## src/rtl/lock_pkg.sv

```systemverilog
// Shared definitions for the six-digit code lock and its automated dialer.
package lock_pkg;

  // Seven-segment glyphs, active-low, bit 6 = segment g ... bit 0 = segment a
  localparam logic [6:0] SEG_O    = 7'b1000000;
  localparam logic [6:0] SEG_P    = 7'b0001100;
  localparam logic [6:0] SEG_E    = 7'b0000110;
  localparam logic [6:0] SEG_n    = 7'b0101011;
  localparam logic [6:0] SEG_C    = 7'b1000110;
  localparam logic [6:0] SEG_L    = 7'b1000111;
  localparam logic [6:0] SEG_S    = 7'b0010010;
  localparam logic [6:0] SEG_d    = 7'b0100001;
  localparam logic [6:0] SEG_r    = 7'b0101111;
  localparam logic [6:0] SEG_DARK = 7'b1111111;

  // Lock status as reported by the dialer
  localparam logic [1:0] RES_UNKNOWN = 2'b00;
  localparam logic [1:0] RES_OPEN    = 2'b01;
  localparam logic [1:0] RES_CLOSED  = 2'b10;
  localparam logic [1:0] RES_ERROR   = 2'b11;

  typedef enum logic [2:0] {
    ST_IDLE,
    ST_SETUP,
    ST_PRESS,
    ST_GAP,
    ST_SETTLE,
    ST_SAMPLE
  } dialer_state_e;

  function automatic int unsigned max_u(input int unsigned a, input int unsigned b);
    return (a > b) ? a : b;
  endfunction

endpackage

```

## src/rtl/hex_result_decoder.sv

```systemverilog
// Maps the lock's six seven-segment displays onto a 2-bit lock status.
// Unused displays must be dark for a pattern to count as a match.
module hex_result_decoder
  import lock_pkg::*;
(
  input  logic [6:0] hex0,
  input  logic [6:0] hex1,
  input  logic [6:0] hex2,
  input  logic [6:0] hex3,
  input  logic [6:0] hex4,
  input  logic [6:0] hex5,
  output logic [1:0] result
);

  logic [41:0] disp;

  assign disp = {hex5, hex4, hex3, hex2, hex1, hex0};

  // Exact whole-display comparison against the three known messages
  always_comb begin
    result = RES_UNKNOWN;
    if (disp == {SEG_DARK, SEG_DARK, SEG_O, SEG_P, SEG_E, SEG_n}) begin
      result = RES_OPEN;
    end else if (disp == {SEG_C, SEG_L, SEG_O, SEG_S, SEG_E, SEG_d}) begin
      result = RES_CLOSED;
    end else if (disp == {SEG_DARK, SEG_E, SEG_r, SEG_r, SEG_O, SEG_r}) begin
      result = RES_ERROR;
    end
  end

endmodule

```

## src/rtl/code_dialer.sv

```systemverilog
// Automated code entry for the six-digit lock: resets the lock, plays each
// latched BCD digit with a press strobe, then decodes the lock's displays.
module code_dialer
  import lock_pkg::*;
#(
  parameter int unsigned DIGITS     = 6,
  parameter int unsigned SETUP_CYC  = 4,
  parameter int unsigned PRESS_CYC  = 1,
  parameter int unsigned GAP_CYC    = 1,
  parameter int unsigned SETTLE_CYC = 8
) (
  input  logic                  clk,
  input  logic                  rst_n,
  input  logic                  start,
  input  logic [4*DIGITS-1:0]   code,
  input  logic [6:0]            hex0,
  input  logic [6:0]            hex1,
  input  logic [6:0]            hex2,
  input  logic [6:0]            hex3,
  input  logic [6:0]            hex4,
  input  logic [6:0]            hex5,
  output logic [3:0]            dig_out,
  output logic                  press,
  output logic                  lock_rst,
  output logic                  busy,
  output logic                  done,
  output logic [1:0]            result
);

  localparam int unsigned CODE_W  = 4 * DIGITS;
  localparam int unsigned CNT_MAX = max_u(max_u(SETUP_CYC, PRESS_CYC),
                                          max_u(GAP_CYC, SETTLE_CYC));
  localparam int unsigned CW      = (CNT_MAX > 1) ? $clog2(CNT_MAX) : 1;
  localparam int unsigned SW      = $clog2(DIGITS + 1);

  localparam logic [CW-1:0] SETUP_LAST  = CW'(SETUP_CYC - 1);
  localparam logic [CW-1:0] PRESS_LAST  = CW'(PRESS_CYC - 1);
  localparam logic [CW-1:0] GAP_LAST    = CW'((GAP_CYC == 0) ? 0 : GAP_CYC - 1);
  localparam logic [CW-1:0] SETTLE_LAST = CW'(SETTLE_CYC - 1);
  localparam logic [SW-1:0] SLOT_LAST   = SW'(DIGITS);

  dialer_state_e     state_q, state_d;
  logic [CW-1:0]     cnt_q, cnt_d;
  logic [SW-1:0]     slot_q, slot_d;
  logic [CODE_W-1:0] code_q, code_d;
  logic [3:0]        dig_out_q, dig_out_d;
  logic              press_q, press_d;
  logic              lock_rst_q, lock_rst_d;
  logic              busy_q, busy_d;
  logic              done_q, done_d;
  logic [1:0]        result_q, result_d;
  logic [1:0]        dec_result;
  logic              slot_end;

  hex_result_decoder u_decoder (
    .hex0   (hex0),
    .hex1   (hex1),
    .hex2   (hex2),
    .hex3   (hex3),
    .hex4   (hex4),
    .hex5   (hex5),
    .result (dec_result)
  );

  // Next-state, counters and output values; outputs are derived from the
  // next state so every output leaves a flop aligned with its state.
  always_comb begin
    state_d   = state_q;
    cnt_d     = cnt_q;
    slot_d    = slot_q;
    code_d    = code_q;
    dig_out_d = dig_out_q;
    result_d  = result_q;
    done_d    = 1'b0;
    slot_end  = 1'b0;

    case (state_q)
      ST_IDLE: begin
        if (start) begin
          state_d   = ST_SETUP;
          cnt_d     = '0;
          slot_d    = '0;
          code_d    = code;
          dig_out_d = '0;
          result_d  = RES_UNKNOWN;
        end
      end
      ST_SETUP: begin
        if (cnt_q == SETUP_LAST) begin
          state_d = ST_PRESS;
          cnt_d   = '0;
        end else begin
          cnt_d = cnt_q + CW'(1);
        end
      end
      ST_PRESS: begin
        if (cnt_q == PRESS_LAST) begin
          if (GAP_CYC == 0) begin
            slot_end = 1'b1;
          end else begin
            state_d = ST_GAP;
            cnt_d   = '0;
          end
        end else begin
          cnt_d = cnt_q + CW'(1);
        end
      end
      ST_GAP: begin
        if (cnt_q == GAP_LAST) begin
          slot_end = 1'b1;
        end else begin
          cnt_d = cnt_q + CW'(1);
        end
      end
      ST_SETTLE: begin
        if (cnt_q == SETTLE_LAST) begin
          state_d = ST_SAMPLE;
          cnt_d   = '0;
        end else begin
          cnt_d = cnt_q + CW'(1);
        end
      end
      ST_SAMPLE: begin
        state_d  = ST_IDLE;
        result_d = dec_result;
        done_d   = 1'b1;
      end
      default: begin
        state_d = ST_IDLE;
      end
    endcase

    // Slot wrap-up is shared by PRESS (when GAP is skipped) and GAP; the next
    // digit is taken from the top nibble as the code register shifts left.
    if (slot_end) begin
      cnt_d = '0;
      if (slot_q == SLOT_LAST) begin
        state_d = ST_SETTLE;
      end else begin
        state_d   = ST_SETUP;
        slot_d    = slot_q + SW'(1);
        dig_out_d = code_q[CODE_W-1 -: 4];
        code_d    = code_q << 4;
      end
    end

    press_d    = (state_d == ST_PRESS);
    lock_rst_d = (slot_d == '0) && ((state_d == ST_SETUP) || (state_d == ST_PRESS));
    busy_d     = (state_d != ST_IDLE);
  end

  // State and output registers, cleared asynchronously
  always_ff @(posedge clk or negedge rst_n) begin
    if (!rst_n) begin
      state_q    <= ST_IDLE;
      cnt_q      <= '0;
      slot_q     <= '0;
      code_q     <= '0;
      dig_out_q  <= '0;
      press_q    <= 1'b0;
      lock_rst_q <= 1'b0;
      busy_q     <= 1'b0;
      done_q     <= 1'b0;
      result_q   <= RES_UNKNOWN;
    end else begin
      state_q    <= state_d;
      cnt_q      <= cnt_d;
      slot_q     <= slot_d;
      code_q     <= code_d;
      dig_out_q  <= dig_out_d;
      press_q    <= press_d;
      lock_rst_q <= lock_rst_d;
      busy_q     <= busy_d;
      done_q     <= done_d;
      result_q   <= result_d;
    end
  end

  assign dig_out  = dig_out_q;
  assign press    = press_q;
  assign lock_rst = lock_rst_q;
  assign busy     = busy_q;
  assign done     = done_q;
  assign result   = result_q;

endmodule

```

## config.mk

```make
export PLATFORM = sky130hd
export DESIGN_NAME = code_dialer
export DESIGN_NICKNAME = d
export VERILOG_FILES = /design/src/rtl/lock_pkg.sv /design/src/rtl/hex_result_decoder.sv /design/src/rtl/code_dialer.sv
export SDC_FILE = /design/constraint.sdc
export NUM_CORES = 1
export LEC_CHECK = 0
export CELL_PAD_IN_SITES_DETAIL_PLACEMENT = 2
export CELL_PAD_IN_SITES_GLOBAL_PLACEMENT = 2
export CORE_UTILIZATION = 26
export CTS_CLUSTER_DIAMETER = 40
export DETAILED_ROUTE_END_ITERATION = 8
export PLACE_DENSITY_LB_ADDON = 0.1
export SLEW_MARGIN = 20
export SYNTH_ARGS = -nofsm -noshare
export SYNTH_HDL_FRONTEND = slang
export SYNTH_HIERARCHICAL = 1
export SYNTH_SLANG_ARGS = --single-unit
```

## constraint.sdc

```tcl
create_clock -name clk -period 2.4 [get_ports clk]
set_input_delay 0.48 -clock clk [delete_from_list [all_inputs] [get_ports clk]]
set_output_delay 0.48 -clock clk [all_outputs]
set_load 0.01 [all_outputs]
```

* After elaboration in Yosys (flattened, before gate mapping)
Index checks and enable logic that the tools add are counted.
** Operators by class
- $add $sub $neg :: 2
- Equality and inequality tests :: 16
- Multiplexer cells :: 34
- Reduce and logical (&&, ||, !) cells :: 10
** Operators with widths (count)
- == test 42 bit (second input constant) :: 3
- 2-to-1 mux 24 bit :: 4
- 2-to-1 mux 3 bit :: 16
- case mux 3 bit (5 select lines) :: 2
- 2-to-1 mux 4 bit :: 4
- == test 3 x 2 -> 1 bit (second input constant) :: 4
- == test 3 bit (second input constant) :: 4
- zero test 3 bit :: 3
- 2-to-1 mux 2 bit :: 4
- adder 3 x 1 -> 3 bit (second input constant) :: 2
- == test 3 x 1 -> 1 bit (second input constant) :: 2
- != test 3 bit (second input constant) :: 2
- nonzero test 6 bit :: 1
- case mux 2 bit (2 select lines) :: 1
- 2-to-1 mux 1 bit :: 3
- AND reduction 3 bit :: 1
- nonzero test 3 bit :: 1
- != test 2 bit (second input constant) :: 1
- AND reduction 2 bit :: 1
- nonzero test 2 bit :: 1
- logical AND 1 bit :: 1
- logical OR 1 bit :: 1
** Word-level totals
- Flip-flop bits (word level) :: 43
- Input port bits :: 69
- Output and inout bits :: 10

* Longest topological paths before layout
Gate-level depths: netlist (run 1).
- Depth in word-level cells :: 7
- Depth in mapped cells :: 8
- Depth with buffers taken out :: 7

* Hierarchy
Netlist (run 1), hierarchy kept.
** Modules (own cells, without submodules)
- code_dialer :: instances 1, cells each 231, area each 2099.5 um^2, seq. area each 1076.0 um^2
- hex_result_decoder :: instances 1, cells each 30, area each 200.2 um^2, seq. area each 0.0 um^2

* Worst setup path after synthesis (run 1)
OpenSTA, ideal clock, no wires.
- Path type :: register -> register
- From :: reg cnt_q[0]
- To :: reg lock_rst_q, in the netlist lock_rst
- Arrival time :: 1772 ps
- Data required time :: 2267 ps
- Setup slack :: 495 ps
- Stages on the path, launching flop included :: 8
- Path buffers :: 0
- Clock period less this slack :: 1905 ps
- Cell sequence :: dfrtp_1 > inv_1 > ha_1 > nand2b_4 > or3_4 > or4b_4 > o311ai_2 > nor4_2
** On the way
- Elaborated cells between the ends (all ways) :: 16
** RTL lines
- start: declaration :: RTL line code_dialer.sv:43 : logic [CW-1:0] cnt_q, cnt_d;
- start signal: assignment :: RTL line code_dialer.sv:167 : cnt_q <= cnt_d;
- zero test 3 bit :: RTL line code_dialer.sv:109 : if (cnt_q == GAP_LAST) begin
- 2-to-1 mux 1 bit :: RTL line code_dialer.sv:109
- 2-to-1 mux 1 bit :: RTL line code_dialer.sv:77 : case (state_q)
- 2-to-1 mux 3 bit :: RTL line code_dialer.sv:135 : if (slot_end) begin
- net slot_d[2] :: RTL line code_dialer.sv:44 : logic [SW-1:0] slot_q, slot_d;
- zero test 3 bit :: RTL line code_dialer.sv:148 : lock_rst_d = (slot_d == '0) && ((state_d == ST_SETUP) || (state_d == ST_PRESS));
- logical AND 1 bit :: RTL line code_dialer.sv:148
- net lock_rst_d :: RTL line code_dialer.sv:48 : logic lock_rst_q, lock_rst_d;
- end signal: assignment :: RTL line code_dialer.sv:172 : lock_rst_q <= lock_rst_d;
- end: declaration :: RTL line code_dialer.sv:48
The timed path passes the listed nets, and every way through them passes these cells.
A chain may end at the register's enable or synchronous reset.

* Final worst setup path (run 1)
- From :: reg cnt_q[0]
- To :: reg code_q[20]
** On the way
- Longest elaborated chain between the ends :: 4
** RTL lines
- zero test 3 bit :: RTL line code_dialer.sv:109
- 2-to-1 mux 1 bit :: RTL line code_dialer.sv:109
- 2-to-1 mux 1 bit :: RTL line code_dialer.sv:77
- 2-to-1 mux 24 bit :: RTL line code_dialer.sv:135
- net code_d[20] :: RTL line code_dialer.sv:45 : logic [CODE_W-1:0] code_q, code_d;
- end signal: assignment :: RTL line code_dialer.sv:169 : code_q <= code_d;
- end: declaration :: RTL line code_dialer.sv:45
The timed path passes the listed nets, and every way through them passes these cells.

==> impl_metrics.yaml, run 1 <==
run_status:
  status: "finished clean"
synthesis:
  ys_warn_count: 6
  synthAdderAreaFrac_pct: 3.81
  synth.area.top_cells: "dfrtp_1, nand2_1, a31oi_1"
  yosysSeqAreaShare_pct: 46.8
  synth-seq-cells: 43
  synth-simple-area-share_pct: 30.5
  syn-cell-area_mm2: 0.00230
  synth_top_cell_by_area: "dfrtp_1"
  syn_area_per_cell_um2: 8.81
  synth_compound_area_share_pct: 13.9
  synth_nets: 337
  synth_cells: 261
  synth_top_family_by_area: "simple AND/OR/NAND/NOR gates"
  ys_types: 44
  yosysTopAreaCellShare_pct: 46.8
  synthXorXnorAreaFrac_pct: 0
  synthMuxAreaShare_pct: 0.871
timing:
  fin_crit_sh_pct: 86.2
  fin_tns_setup_ps: 0
  setup_ws_ps: 330
  whs_ps: 238
  rsz0062_at_grt: "false"
  final_max_slew_viol_count: 0
  worst_slew_pin_slew_ps: 572
  setup_viol: 0
  fmax_mhz: 483
  period_needed_ps: 2070
  slew_headroom_pct: 61.8
  final_hold_viol_count: 0
  clock_skew_ps: 12.8
placed_design:
  pre_cts_ws_ps: 68.3
  dp_hpwl_um: 5070
  placed_area_mm2: 0.00320
  gp_congestion: 0.761
  placedCellCount: 436
  port_buffers: 78
setup_path:
  rr_worst_depth: 7
  crit_path_start: "cnt_q[0]"
  crit_type: "register to register"
  critPathTopFamily: "simple AND/OR/NAND/NOR gates"
  cp_slowest_stage_delay_ps: 420
  endpoint_kind: "register"
  arrival_ps: 2240
  cp_slowest_cell: "dfrtp_1"
  r2r-end: "code_q[20]"
  crit_buf_inv: 1
  path_cells: "inv_1 > ha_1 > nand2b_4 > or3_4 > nand2b_4 > nor2_1 > a31oi_1"
  r2r-start: "cnt_q[0]"
  worst-endpoint-required_ps: 2570
  crit_top_cell: "nand2b_4"
  path_max_fanout: 49
  cp-start-kind: "register"
  r2r_setup_slack_ps: 330
final_layout:
  final_common_cell: "clkdlybuf4s50_1"
  fill_cells: 963
  fin_cells: 444
  synthToLayoutAreaGrowth_pct: 43.0
  stdcell_area_mm2: 0.00329
  final_util_pct: 39.2
  seq_area_mm2: 0.00108
  final_cell_mix: "clkdlybuf4s50_1, nand2_1, dfrtp_1, nor2_1, a31oi_1"
  num_antenna_cells: 0
  layout.nets: 414
  drive_gt1_share_pct: 7.67
  multi_input_area_mm2: 0.00114
cts:
  cts_buffer_depth: 2
  cts_root_buf: "clkbuf_8"
  cts_tree: "built"
  cts_buffers: 5
  clkLatencyLatePin_ps: 300
  cts_resized: 0
  post_cts_buffers: 0
  cts_sinks: 43
  path_clk_slew_ps: 90
  htreeDepth: 2
  ctsHoldBuffers: 0
floorplanning:
  num_io_pins: 79
  die_x_um: 96.0
  core_region_area_mm2: 0.00838
  dieHeight_um: 96.0
  start_util_pct: 27.4
  die_area_mm2: 0.00922
  num_rows: 33
global_routing:
  grtUsageTotal_pct: 16.6
  antenna_found_initial: 0
  first_global_vias: 2406
  grt_pass1_wl_um: 11800
  grt_max_degree: 50
  grt-ovfl-total: 0
detailed_routing:
  first_iter_violations: 83
  num_vias: 2225
  viasPerCell: 5.01
  route.detailed.drc: 0
  routed-wl-met2_um: 3230
  met1_length_um: 3060
  drtPass1Iterations: 3
  antenna_left: 0
  wl_per_cell_um: 15.3
  routed.top_layer: "met4"
  routed_wl_um: 6770
  wl_met3_um: 383
run:
  cap_violations: 0
pwr:
  swShare_pct: 38.3
  power.leakage_nw: 1.38
  powerDensity_mw_per_mm2: 914
  combPwrFrac_pct: 43.4
  power_mw: 3.01
  peakVddDrop_v: 0.000276
  p_int_mw: 1.86
  seqPwrFrac_pct: 40.8
  p_switching_mw: 1.15
  clockPowerShare_pct: 15.8
min_path:
  hold_path_class: "primary input to asynchronous set/reset pin"
-- state kept, by name, indices dropped and copies added, names as in the netlist, 2 cells and up --
name / flops
code_q: 24
cnt_q: 3
dig_out: 4
slot_q: 3
state_q: 3
result: 2
-- routing by layer --
layer	vias up	global-route usage (%)
li1	1069	-
met1	1091	21.3
met2	55	27.1
met3	10	4.58
met4	0	5.10
met5	-	0
-- cell usage after synthesis, drive strengths merged --
master	n
mux2i	2
inv	8
a21boi	1
dfrtp	43
nor4b	3
nor3	3
nor3b	1
or4	2
nand3	10
and3	1
a22o	2
nor4bb	1
nand3b	1
nand4b	4
a2bb2oi	1
o21ai	10
o41ai	1
nand2b	5
o211ai	1
ha	7
or4b	3
o221ai	1
o311a	1
o22a	1
or3	2
buf	7
clkbuf	6
nor2b	4
o311ai	1
nor4	3
a31oi	20
a21oi	9
nand2	63
nor2	28
nand4	5
-- power groups by stage --
stage                     clock (mW)  sequential [mW]  combinational (mW)
after CTS                      0.501             1.23                1.34
after detailed placement           0             1.25                1.33
after global routing           0.530             1.28                1.48
after floorplan                    0             1.20               0.833
after global placement             0             1.23                1.29
final                          0.475             1.23                1.31
-- how the worst max path moves through the flow --
stage               cells after the start    endpoint  slack (ps)
finish                                  7  code_q[20]         330
global route                            7   code_q[9]         180
CTS                                     7    lock_rst         300
detailed placement                      5   result[0]          70
global placement                        5   result[0]         110
floorplan                               7    lock_rst         500
-- logic make-up after synthesis --
family / after synthesis
buf+inv: 21
fa+ha+maj: 7
mux: 2
simple gates: 139
compound gates: 49
flops: 43
-- cell type report --
cell class,count,share of cell area [%]
timing repair buffer,83,25.1
multi-input combinational,197,34.6
tap,105,3.99
clock inverter,3,0.609
clock buffer,5,2.09
inverter,8,0.913
sequential,43,32.7
No activity file was read; power rests on OpenSTA's default activity.
==> inputs of run 2 (changes only) <==
==> constraint.sdc (replaced) <==
create_clock -name clk -period 2.4 [get_ports clk]
set_input_delay 0.48 -clock clk [delete_from_list [all_inputs] [get_ports clk]]
set_output_delay 0.48 -clock clk [all_outputs]
set_load 0.05 [all_outputs]
==> results of run 2 <==
Same layout as run 1 (identical final DEF). Status: finished clean.
Main changes from that run: total power 3.01 mW -> 3.17 mW; worst IR drop on VDD 0.000276 V -> 0.000283 V
==> inputs of run 3 (changes only) <==
--- a/config.mk
+++ b/config.mk
@@ -7,12 +7,11 @@
 export LEC_CHECK = 0
 export CELL_PAD_IN_SITES_DETAIL_PLACEMENT = 2
 export CELL_PAD_IN_SITES_GLOBAL_PLACEMENT = 2
-export CORE_UTILIZATION = 26
+export CORE_UTILIZATION = 25
 export CTS_CLUSTER_DIAMETER = 40
 export DETAILED_ROUTE_END_ITERATION = 8
 export PLACE_DENSITY_LB_ADDON = 0.1
 export SLEW_MARGIN = 20
 export SYNTH_ARGS = -nofsm -noshare
 export SYNTH_HDL_FRONTEND = slang
-export SYNTH_HIERARCHICAL = 1
 export SYNTH_SLANG_ARGS = --single-unit
==> run 3 against run 2 <==
  * Hold slack improved by 23 ps
  * Area after synthesis fell by 1.0%
  * Largest power group unchanged
  * Flip-flop and latch count did not move
  * Routed wire length rose by 5.2%
  * Critical endpoint is now result[0]
  * Clock skew fell by 6.0 ps
==> impl_metrics.yaml, run 3 <==
run_status:
  status: "finished clean"
floorplanning:
  num_io_pins: 79
  num_rows: 34
  start_util_pct: 26.0
  die_x_um: 97.4
  die_area_mm2: 0.00949
  core_region_area_mm2: 0.00876
  dieHeight_um: 97.4
synthesis:
  synthAdderAreaFrac_pct: 3.85
  synth_edf_count: 0
  yosysMostFrequentCell: "nand2_1"
  synthMuxAreaShare_pct: 0.440
  syn-cell-area_mm2: 0.00228
  synth-seq-cells: 43
  synth_nets: 345
  synth_cells: 269
  synth_top_family_by_area: "simple AND/OR/NAND/NOR gates"
  synth_async_sr_flop_share_pct: 100
  synth_common_cells: "nand2_1, dfrtp_1, nor2_1"
  synth_top_cell_by_area: "dfrtp_1"
  synth-simple-area-share_pct: 30.6
  yosysSeqAreaShare_pct: 47.3
  synth_compound_area_share_pct: 13.6
  yosysTopAreaCellShare_pct: 47.3
  synth_ff_type: "dfrtp_1"
  ys_types: 39
  ys_warn_count: 0
  synthXorXnorAreaFrac_pct: 0
  synth.area.top_cells: "dfrtp_1, nand2_1, a31oi_1"
  syn_area_per_cell_um2: 8.46
global_routing:
  grtUsageTotal_pct: 16.3
  grt_max_degree: 45
  antenna_found_initial: 0
  grt_pass1_wl_um: 12500
  grt-ovfl-total: 0
  first_global_vias: 2613
pwr:
  power.leakage_nw: 1.42
  seqPwrFrac_pct: 38.5
  swShare_pct: 38.2
  peakVddDrop_v: 0.000417
  clockPowerShare_pct: 20.6
  p_switching_mw: 1.25
  combPwrFrac_pct: 40.9
  p_int_mw: 2.03
  powerDensity_mw_per_mm2: 986
cts:
  cts_sinks: 43
  cts_resized: 0
  cts_tree: "built"
  clkLatencyLatePin_ps: 300
  ctsHoldBuffers: 0
  post_cts_buffers: 0
  cts_buffers: 5
  cts_buffer_depth: 2
  path_clk_slew_ps: 80
  cts_root_buf: "clkbuf_8"
  htreeDepth: 2
placed_design:
  placed_area_mm2: 0.00319
  port_buffers: 78
  dp_hpwl_um: 5250
  placedCellCount: 447
  gp_congestion: 0.698
setup_path:
  r2r-start: "cnt_q[0]"
  r2r_setup_slack_ps: 290
  path_max_fanout: 2
  crit_buf_inv: 1
  cp_slowest_stage_delay_ps: 450
  cp_slowest_cell: "or4_1"
  arrival_ps: 2410
  rr_worst_depth: 8
  crit_type: "primary input to register"
  r2r-end: "cnt_q[0]"
  path_cells: "clkdlybuf4s50_1 > nor4b_1 > nand4_1 > or4_1 > nor3_1 > o21ai_1 > a21oi_1"
  critPathTopFamily: "simple AND/OR/NAND/NOR gates"
  worst-endpoint-required_ps: 2630
  cp-start-kind: "primary input"
  endpoint_kind: "register"
timing:
  setup_viol: 0
  fin_crit_sh_pct: 91.0
  final_max_slew_viol_count: 0
  clock_skew_ps: 6.85
  fmax_mhz: 458
  rsz0062_at_grt: "false"
  final_hold_viol_count: 0
  worst_slew_pin_slew_ps: 588
  slew_headroom_pct: 60.8
  period_needed_ps: 2180
final_layout:
  multi_input_area_mm2: 0.00112
  layout.nets: 422
  largest_reg_flops: 24
  stdcell_area_mm2: 0.00333
  final_cell_mix: "clkdlybuf4s50_1, nand2_1, dfrtp_1, nor2_1, a31oi_1"
  synthToLayoutAreaGrowth_pct: 46.2
  num_antenna_cells: 0
  final_util_pct: 38.0
  final_common_cell: "clkdlybuf4s50_1"
  largest-register: "code_q"
  drive_gt1_share_pct: 6.34
  fin_cells: 455
  fill_cells: 971
  seq_area_mm2: 0.00108
detailed_routing:
  antenna_left: 0
  routed-wl-met2_um: 3390
  first_iter_violations: 42
  routed.top_layer: "met4"
  wl_per_cell_um: 15.6
  drtPass1Iterations: 4
  met1_length_um: 3340
  num_vias: 2246
  routed_wl_um: 7120
  wl_met3_um: 275
  viasPerCell: 4.94
  route.detailed.drc: 0
min_path:
  hold_path_class: "primary input to asynchronous set/reset pin"
run:
  cap_violations: 0
==> run 3: kinds of logic (layout without fill, tap and decap cells) <==
family,after synthesis,count (layout)
AND/OR/NAND/NOR,141,141
buffers and inverters,23,101
AO/OA/AOI/OAI,54,54
flip-flops,43,43
multiplexers,1,1
adder cells (fa/ha/maj),7,7
==> run 3: per-stage QoR <==
stage	setup TNS [ps]	total power, mW	worst slack, ps	hold WS (ps)
final	0	3.28	215	262
after global placement	0	2.59	25.8	467
after detailed placement	-240	2.63	-127	468
after CTS	0	3.34	198	293
after floorplan	0	2.12	566	184
after global routing	0	3.57	75.5	307
==> run 3: metal layers <==
layer,GRT usage [%],vias up
li1,-,1086
met3,3.53,7
met1,21.0,1110
met4,4.98,0
met5,0,-
met2,27.3,43
==> run 3: power by group through the flow <==
stage / clock network, mW / logic [mW] / registers, mW
6_report: 0.675 / 1.34 / 1.26
5_1_grt: 0.722 / 1.53 / 1.31
4_1_cts: 0.693 / 1.38 / 1.27
3_5_place_dp: 0 / 1.35 / 1.28
3_3_place_gp: 0 / 1.31 / 1.27
2_1_floorplan: 0 / 0.763 / 1.36
==> run 3: worst max-delay path by stage <==
stage                     cells after the start     start  slack (ps)         to
after floorplan                               6   hex1[4]         570  result[0]
final                                         7   hex3[0]         220  result[0]
after CTS                                     7   hex3[0]         200  result[0]
after detailed placement                      7   hex3[0]        -130  result[0]
after global placement                        7   hex3[0]          30  result[1]
after global routing                          8  cnt_q[0]          80   lock_rst
==> run 3: cell type report <==
class / count / share of cell area [%]
Sequential cell: 43 / 32.3
Tap cell: 108 / 4.06
Multi-Input combinational cell: 203 / 33.5
Clock buffer: 6 / 2.18
Timing Repair Buffer: 84 / 25.0
Clock inverter: 2 / 1.81
Inverter: 9 / 1.02
==> RTL edit, RTL diff (flow settings as in run 2) <==
Change the parameter `DIGITS` from 6 to 7.
--- a/src/rtl/code_dialer.sv
+++ b/src/rtl/code_dialer.sv
@@ -5,3 +5,3 @@
 #(
-  parameter int unsigned DIGITS     = 6,
+  parameter int unsigned DIGITS     = 7,
   parameter int unsigned SETUP_CYC  = 4,
Interface: changed (resized code); port bits go from 79 to 83. The function was not compared with the original's and may differ.
==> RTL edit against run 2 <==
Power rose by 9.1%; area after synthesis grew 8.8%; routed wire length up 1.2%; die area increased by 8.6%; non-clock buffer count is 4 higher; worst setup slack gained 0.075 ns; count of clock-buffer cells in the layout increased by 2; clock power is 8.0% higher; final area up 7.7%; sequential cell count increased by 4; critical endpoint is now result[1]$_DFFE_PN0P_.
==> RTL edit: results (changes against run 2) <==
antenna cells 0 (unchanged); crit path max fanout 2 (was 49); Initial DRC Count 32 (was 83); Top Layer Used met4 (unchanged); P_leak 1.40 nW (was 1.38 nW); first-pass GRT wire length 11700 um (was 11800 um); vias in the first global route 2463 (was 2406); Fin Setup TNS 0 ns (unchanged); Synth area leaders dfrtp_1, mux2i_1, nand2_1 (was dfrtp_1, nand2_1, a31oi_1); hpwl dp 5250 um (was 5070 um); port buffer count 82 (was 78); routed length on met2 3320 um (was 3230 um); GP Congestion 0.693 (was 0.761); status finished, final reports clean (unchanged); Hold Slack 0.260 ns (was 0.238 ns); Fillers 1044 (was 963); remaining global-route overflow 0 (unchanged); TritonRoute pass-1 iters 4 (was 3); clock skew 0.00872 ns (was 0.0128 ns); DRT Wirelength 6860 um (was 6770 um); maximum number of pins on one net before global-route repair 59 (was 50); worst slack, placed 0.0844 ns (was 0.0683 ns); Post-DP Area 3450 um2 (was 3200 um2); share of layout cells above drive strength 1 7.76% (was 7.67%); number of flip-flops in the largest register 28 (was 24); Post-CTS Setup Bufs 0 (unchanged); synth cell count leaders nand2_1, dfrtp_1, mux2i_1, o21ai_0, nand3_1 (was nand2_1, dfrtp_1, nor2_1); detailed-route via count 2174 (was 2225); Max VDD drop 0.280 mV (was 0.283 mV); routed length on met1 3020 um (was 3060 um); Total GRT Usage 14.9% (was 16.6%); ys async rst share 100% (unchanged); register area share after synthesis 47.0% (was 46.8%); syn nets 335 (was 337); met3 routed WL 433 um (was 383 um); Worst slew margin 59.0% (was 61.8%); post-synth cell types 45 (was 44)
RTL edit: cell types whose count changed in the layout (fill, tap and decap cells not counted), sizes merged, moves of 4 or more:
cell | before | now
nor2 | 28 | 9
a31oi | 20 | 1
nand2 | 63 | 48
o21ai | 10 | 30
mux2i | 2 | 26
dfrtp | 43 | 47
clkdlybuf4s50 | 77 | 81
RTL edit: per-stage QoR:
step	power, mW	cells	utilization [%]
floorplan	2.47	255	-
global placement	2.94	456	37.1
detailed placement	3.00	456	37.1
CTS	3.53	464	38.2
global route	3.76	464	38.2
finish	3.46	464	38.2
RTL edit: final timing paths:
check                                           from                    end  slack [ns]  depth (start not counted)
worst max register to register  cnt_q[0]$_DFFE_PN0P_     lock_rst$_DFF_PN0_        0.43                          7
worst min-delay path                           rst_n        press$_DFF_PN0_        0.26                          2
min in group clk                code_q[27]$_DFF_PN0_   dig_out[3]$_DFF_PN0_        0.49                          2
worst min register to register  code_q[27]$_DFF_PN0_   dig_out[3]$_DFF_PN0_        0.49                          2
worst max-delay path                         hex0[2]  result[1]$_DFFE_PN0P_        0.41                          5
max in group asynchronous                      rst_n    slot_q[0]$_DFF_PN0_        1.71                          2
RTL edit: layout make-up:
class	instances	area share [%]
Clock buffer	7	2.44
Inverter	8	0.847
Multi-Input combinational cell	185	33.9
Clock inverter	1	0.247
Tap cell	129	4.56
Timing Repair Buffer	87	24.8
Sequential cell	47	33.2
RTL edit: logic make-up after synthesis:
group           synth area share [%]
compound gates                  12.2
fa+ha+maj                       3.50
buf+inv                         5.00
flops                           47.0
mux                             10.4
simple gates                    21.9
RTL edit: worst max-delay path: stages:
cell	delay, ns
clkdlybuf4s50_1	0.42
or4_1	0.51
or4_1	0.50
o21ai_1	0.17
a22o_1	0.16
RTL edit: power breakdown:
part / total, mW / switching [mW] / internal [mW]
logic: 1.55 / 0.852 / 0.699
clock network: 0.513 / 0.276 / 0.237
registers: 1.39 / 0.247 / 1.14
total: 3.46 / 1.38 / 2.08
RTL edit: metal layers:
| layer | global-route usage, % | up-vias |
|---|---|---|
| met4 | 4.01 | 0 |
| met1 | 17.9 | 1062 |
| met5 | 0 | - |
| li1 | - | 1052 |
| met3 | 4.32 | 5 |
| met2 | 26.1 | 55 |
